$ cat config.mk
export PLATFORM = sky130hd
export DESIGN_NAME = systolic_edge_feeder
export DESIGN_NICKNAME = d
export VERILOG_FILES = /design/src/rtl/systolic_edge_feeder.sv
export SDC_FILE = /design/constraint.sdc
export NUM_CORES = 1
export LEC_CHECK = 0
export BUFFER_PORTS_ARGS = -buffer_cell sky130_fd_sc_hd__buf_2
export CORE_MARGIN = 2
export CORE_UTILIZATION = 35
export DETAILED_ROUTE_END_ITERATION = 16
export PLACE_DENSITY = 0.54
export SYNTH_ARGS = -nofsm -noshare
export SYNTH_HDL_FRONTEND = slang
export SYNTH_SLANG_ARGS = --single-unit
$ cat constraint.sdc
create_clock -name clk -period 7.5 [get_ports clk]
set_input_delay 1.5 -clock clk [delete_from_list [all_inputs] [get_ports clk]]
set_output_delay 1.5 -clock clk [all_outputs]
set_load 0.005 [all_outputs]
$ cat src/rtl/systolic_edge_feeder.sv
// systolic_edge_feeder
//   Holds an A operand matrix (N x K) and a B operand matrix (K x N) and
//   streams them into the west / north edges of an N x N PE array. Row i and
//   column j are delayed by i and j cycles so matching operands meet in
//   each PE. Sequence per transfer: CLEAR (pe_clr) -> FEED (K+N-1 cycles)
//   -> DRAIN (N-1 cycles) -> DONE (done pulse).
//
// Ports
//   clk, rst         clock, synchronous active-high reset
//   wr_en/wr_sel     buffer write strobe, 0 = A, 1 = B (accepted only in IDLE)
//   wr_row/wr_col    element index; out-of-range writes are dropped
//   wr_data          element value
//   k_len, start     inner dimension (clamped to KMAX) and transfer request
//   a_edge, b_edge   per-lane operands, lane i at [i*DATA_W +: DATA_W]
//   feed_valid       high during FEED
//   pe_clr           one-cycle accumulator clear ahead of FEED
//   busy, done       not-IDLE flag, one-cycle completion pulse
// All outputs are registered.
module systolic_edge_feeder #(
  parameter int N      = 4,
  parameter int DATA_W = 8,
  parameter int KMAX   = 8,
  parameter int IDX_W  = $clog2((N > KMAX) ? N : KMAX),
  parameter int KW     = $clog2(KMAX + 1)
) (
  input  logic                clk,
  input  logic                rst,
  input  logic                wr_en,
  input  logic                wr_sel,
  input  logic [IDX_W-1:0]    wr_row,
  input  logic [IDX_W-1:0]    wr_col,
  input  logic [DATA_W-1:0]   wr_data,
  input  logic [KW-1:0]       k_len,
  input  logic                start,
  output logic [N*DATA_W-1:0] a_edge,
  output logic [N*DATA_W-1:0] b_edge,
  output logic                feed_valid,
  output logic                pe_clr,
  output logic                busy,
  output logic                done
);

  // counter must reach KMAX+2N without wrapping
  localparam int CW = $clog2(KMAX + 2*N + 1);
  localparam int NI = (N > 1) ? $clog2(N) : 1;
  localparam int KI = (KMAX > 1) ? $clog2(KMAX) : 1;

  typedef enum logic [2:0] {IDLE, CLEAR, FEED, DRAIN, DONE} state_t;

  state_t          state, state_nxt;
  logic [CW-1:0]   cnt, cnt_nxt;
  logic [KW-1:0]   k_q, k_nxt, k_clamp;
  logic [CW-1:0]   feed_end;

  logic [DATA_W-1:0] a_mem [N][KMAX];
  logic [DATA_W-1:0] b_mem [KMAX][N];

  logic [N-1:0][DATA_W-1:0] a_nxt, b_nxt;

  // ---------------------------------------------------------------- buffers
  // Not reset: contents survive reset. Write lands on the same edge that
  // accepts a start, so it is visible to the transfer (first read is a cycle
  // later, when FEED t=0 is registered).
  logic wr_ok, a_wr, b_wr;
  assign wr_ok = wr_en && (state == IDLE);
  assign a_wr  = wr_ok && !wr_sel && (int'(wr_row) < N)    && (int'(wr_col) < KMAX);
  assign b_wr  = wr_ok &&  wr_sel && (int'(wr_row) < KMAX) && (int'(wr_col) < N);

  always_ff @(posedge clk) begin
    if (a_wr) a_mem[wr_row[NI-1:0]][wr_col[KI-1:0]] <= wr_data;
    if (b_wr) b_mem[wr_row[KI-1:0]][wr_col[NI-1:0]] <= wr_data;
  end

  // ---------------------------------------------------------------- FSM
  assign k_clamp  = (k_len > KW'(KMAX)) ? KW'(KMAX) : k_len;
  // last FEED index is K+N-2; K >= 1 whenever FEED is entered
  assign feed_end = CW'(k_q) + CW'(N - 1) - CW'(1);

  always_ff @(posedge clk) begin
    if (rst) begin
      state <= IDLE;
      cnt   <= '0;
      k_q   <= '0;
    end else begin
      state <= state_nxt;
      cnt   <= cnt_nxt;
      k_q   <= k_nxt;
    end
  end

  always_comb begin
    state_nxt = state;
    cnt_nxt   = cnt;
    k_nxt     = k_q;
    case (state)
      IDLE: if (start) begin
        k_nxt     = k_clamp;
        cnt_nxt   = '0;
        state_nxt = (k_clamp == '0) ? DONE : CLEAR;
      end
      CLEAR: begin
        cnt_nxt   = '0;
        state_nxt = FEED;
      end
      FEED: if (cnt == feed_end) begin
        cnt_nxt   = '0;
        state_nxt = (N > 1) ? DRAIN : DONE;
      end else begin
        cnt_nxt   = cnt + CW'(1);
      end
      DRAIN: if (cnt == CW'(N - 2)) begin
        cnt_nxt   = '0;
        state_nxt = DONE;
      end else begin
        cnt_nxt   = cnt + CW'(1);
      end
      DONE:    state_nxt = IDLE;
      default: state_nxt = IDLE;
    endcase
  end

  // ---------------------------------------------------------------- edges
  // Edges are computed from the next state/counter so the registered output
  // lines up with the cycle the FSM is in. Lane g carries element index
  // t-g; outside 0..K-1 it is forced to zero since PEs accumulate every cycle.
  for (genvar g = 0; g < N; g++) begin : g_lane
    logic [CW-1:0] kk;
    logic          ok;
    assign kk       = cnt_nxt - CW'(g);
    assign ok       = (state_nxt == FEED) && (cnt_nxt >= CW'(g)) && (kk < CW'(k_q));
    assign a_nxt[g] = ok ? a_mem[g][kk[KI-1:0]] : '0;
    assign b_nxt[g] = ok ? b_mem[kk[KI-1:0]][g] : '0;
  end

  always_ff @(posedge clk) begin
    if (rst) begin
      a_edge     <= '0;
      b_edge     <= '0;
      feed_valid <= 1'b0;
      pe_clr     <= 1'b0;
      busy       <= 1'b0;
      done       <= 1'b0;
    end else begin
      a_edge     <= a_nxt;
      b_edge     <= b_nxt;
      feed_valid <= (state_nxt == FEED);
      pe_clr     <= (state_nxt == CLEAR);
      busy       <= (state_nxt != IDLE);
      done       <= (state_nxt == DONE);
    end
  end

endmodule

==> impl_metrics.csv <==
group,metric,value,unit
logic_synthesis,synth.distinct_cells,68,
sta,rsz0062_at_grt,"false",
worst_setup_path,cp-start-kind,"input pin",
logic_synthesis,synthTopCellsByArea,"edfxtp_1 (66%), mux4_2 (7.8%), dfxtp_1 (6.9%)",
logic_synthesis,yosys.area_share.simple,7.83,%
power,max-vdd-ir-drop,0.169,mV
power,p_seq_share,49.6,%
power,p_clk_share,41.2,%
worst_setup_path,r2r_setup_slack,2510,ps
sta,finalCriticalPeriod,5200,ps
route,detail_route.vias_per_cell,5.07,
worst_setup_path,r2r-start,"cnt[0]$_SDFF_PP0_",
sta,clock_skew,17.6,ps
clocking,post_cts_buffers,0,
clocking,clk_pin_slew_worst_paths,60,ps
global_route,grt_pass1_vias,12300,
worst_setup_path,crit_top_cell,"ha_1",
logic_synthesis,netlist_area,0.0232,mm2
global_route,grt_pass1_wl,79700,um
worst_setup_path,arrival,5700,ps
worst_setup_path,cp_slowest_cell,"nand3_1",
floorplan,coreArea,0.0656,mm2
worst_setup_path,path_class,"input pin to flip-flop",
global_route,antenna_found_initial,4,
clocking,tritoncts,"yes",
clocking,cts_buffers,61,
floorplan,die_x,261,um
logic_synthesis,postSynthAreaPerCell,17.0,um2
clocking,cts_root_buffer,"clkbuf_16",
power,p_int,0.00562,W
power,p_leak,9.26,nW
sta,setup_violations,0,
worst_setup_path,worst-r2r-cell-count,13,
clocking,h-tree-depth,2,
sta,finalHoldViolCount,0,
route,drc_errors,0,
route,via_count,12100,
clocking,clkSinkCount,592,
finish,layout_common_cells,"edfxtp_1 (512), nand2_1 (183), buf_2 (90)",
sta,slew_headroom,19.4,%
power,combPwrFrac,9.2,%
worst_setup_path,r2r-end,"b_edge[23]$_SDFF_PP0_",
clocking,cts_resized,0,
worst_setup_path,cp_max_fo,24,
power,power_density,273,mW/mm2
finish,drive_gt1_share,21.0,%
finish,antenna_cells,0,
route,ant_nets,0,
finish,layout_commonest_cell,"edfxtp_1",
worst_hold_path,hold_class,"flip-flop to flip-flop",
floorplan,initial_utilization,35.3,%
power,p_sw,0.00163,W
sta,worst_pin_slew,1200,ps
logic_synthesis,ys_warn_count,0,
worst_setup_path,required,8000,ps
route,drtIter0Drc,1086,
worst_setup_path,critPathCaptureType,"flip-flop",
placement,dp_hpwl,31300,um
finish,nFillCells,5963,
worst_setup_path,critical_path_depth,12,
clocking,clk_latency,620,ps
route,wl,53700,um
logic_synthesis,synthMuxAreaShare,11.2,%
worst_setup_path,startpoint,"start",
logic_synthesis,synthesis.instances,1362,
route,dr.pass1.iters,5,
logic_synthesis,synthAdderAreaFrac,1.24,%
route,wl_per_cell,22.6,um
floorplan,rows,94,
worst_setup_path,crit_family,"simple AND/OR/NAND/NOR gates",
sta,finalSetupTns,0,ps
floorplan,die_y,261,um
logic_synthesis,synth_top_area_share,66.3,%
clocking,clk_path_buf_depth,3,
global_route,grt_max_degree,123,
sta,finalCritPeriodShare,69.3,%
sta,max_freq,192,MHz
logic_synthesis,synth_compound_area_share,3.91,%
floorplan,ios,91,
outcome,status,"finished clean",
finish,syn_to_final_growth,14.5,%
worst_setup_path,cp_slowest_stage_delay,730,ps
worst_setup_path,cp_num_buf_inv,2,
sta,whs,512,ps
worst_setup_path,path_cells,"buf_2 -> or3_1 -> a41oi_1 -> a22oi_4 -> nand2_4 -> clkinv_2 -> ha_1 -> xor2_1 -> ha_1 -> a21oi_1 -> nand3_1 -> nor4_1",
placement,portBuffers,90,
power,p_sw_share,22.5,%
logic_synthesis,synth_edf_count,512,
logic_synthesis,synth-seq-cells,592,
logic_synthesis,synthArstFlopShare,0,%
global_route,grtUsageTotal,15.8,%
global_route,overflow,0,
logic_synthesis,synthFlopType,"edfxtp_1",
floorplan,die_area,0.0683,mm2
logic_synthesis,synth_top_family_by_area,"multiplexers",
logic_synthesis,post-synth-top-area-cell,"edfxtp_1",
logic_synthesis,synth_xor_area_share,0.594,%
placement,place_congestion,0.747,
sta,report.final.slew_viol_count,0,
worst_setup_path,endpoint,"b_edge[23]$_SDFF_PP0_",
logic_synthesis,ys_seq_area_share,73.2,%
finish,layout.nets,1514,
clocking,cts_hold_buf,0,
run,maxCapViolations,0,
logic_synthesis,syn_nets,1408,
==> logic make-up after synthesis <==
kind of cell,Yosys count
AND/OR/NAND/NOR,378
flip-flops,592
multiplexers,160
adder cells (fa/ha/maj),23
XOR/XNOR,11
buffers and inverters,86
AO/OA/AOI/OAI,112
==> cell usage after synthesis, drive strengths merged, types with 3 or more instances <==
library cell  instances
a311oi               33
nor2b                 5
a211oi                7
o21a                 17
mux2i                80
nor4                 20
xnor2                 6
inv                  11
nor3b                 5
edfxtp              512
nor4b                 3
dfxtp                80
a31oi                 3
xor2                  4
and3                 34
nand3                12
a21o                  3
buf                  43
nor3                 30
clkbuf               30
nand3b                4
ha                   23
nand2               184
nor2                 70
mux4                 80
o211ai                3
o21ai                 4
a21oi                26
==> metrics by stage <==
stage	std cells	util, %	total power, W	setup slack (ps)	area [um2]
6_report	2382	40.4	0.00725	2300	26500
5_1_grt	2382	40.4	0.00750	2060	26500
4_1_cts	2382	40.4	0.00734	2400	26500
3_5_place_dp	2269	37.4	0.00435	1750	24600
3_3_place_gp	2269	37.4	0.00434	1790	24600
2_1_floorplan	1362	-	0.00416	2500	23200
==> state kept, by name, summed over array words and instances, names as in the netlist <==
signal      flops
k_q             4
busy            1
a_edge         32
pe_clr          1
a_mem         256
done            1
state           3
cnt             5
feed_valid      1
b_edge         32
b_mem         256
==> worst min-delay path: stages, from the launching register on <==
cell	delay, ps
dfxtp_1	340
nand2_1	70
a21oi_1	60
==> power by group through the flow <==
stage,clock [W],sequential [W],combinational [W]
finish,0.00298,0.00359,0.000669
global route,0.00318,0.00359,0.000733
CTS,0.00306,0.00359,0.000686
detailed placement,0,0.00366,0.000685
global placement,0,0.00366,0.000680
floorplan,0,0.00366,0.000496
==> worst min path at each step <==
stage	from	end	slack (ps)	cells past startpoint
2_1_floorplan	k_q[3]$_SDFFE_PP0P_	k_q[3]$_SDFFE_PP0P_	470	2
3_3_place_gp	k_q[3]$_SDFFE_PP0P_	k_q[3]$_SDFFE_PP0P_	510	2
3_5_place_dp	k_q[3]$_SDFFE_PP0P_	k_q[3]$_SDFFE_PP0P_	500	2
4_1_cts	k_q[3]$_SDFFE_PP0P_	k_q[3]$_SDFFE_PP0P_	510	2
5_1_grt	k_q[3]$_SDFFE_PP0P_	k_q[3]$_SDFFE_PP0P_	550	2
6_report	k_q[3]$_SDFFE_PP0P_	k_q[3]$_SDFFE_PP0P_	510	2
==> routing by layer <==
layer	GRT usage, %	routed length [um]
met1	21.5	23700
met2	26.4	26400
met3	2.86	2440
met4	3.98	1070
met5	0	40
==> area by class of cell <==
class / count / area, um2 / share of cell area, %
Sequential cell: 592 / 17000 / 64.0
Multi-Input combinational cell: 684 / 5780 / 21.8
Clock buffer: 81 / 1660 / 6.27
Tap cell: 864 / 1080 / 4.07
Timing Repair Buffer: 116 / 658 / 2.48
Clock inverter: 32 / 318 / 1.20
Inverter: 13 / 57.6 / 0.217
Power figures use the tool's default switching activity.
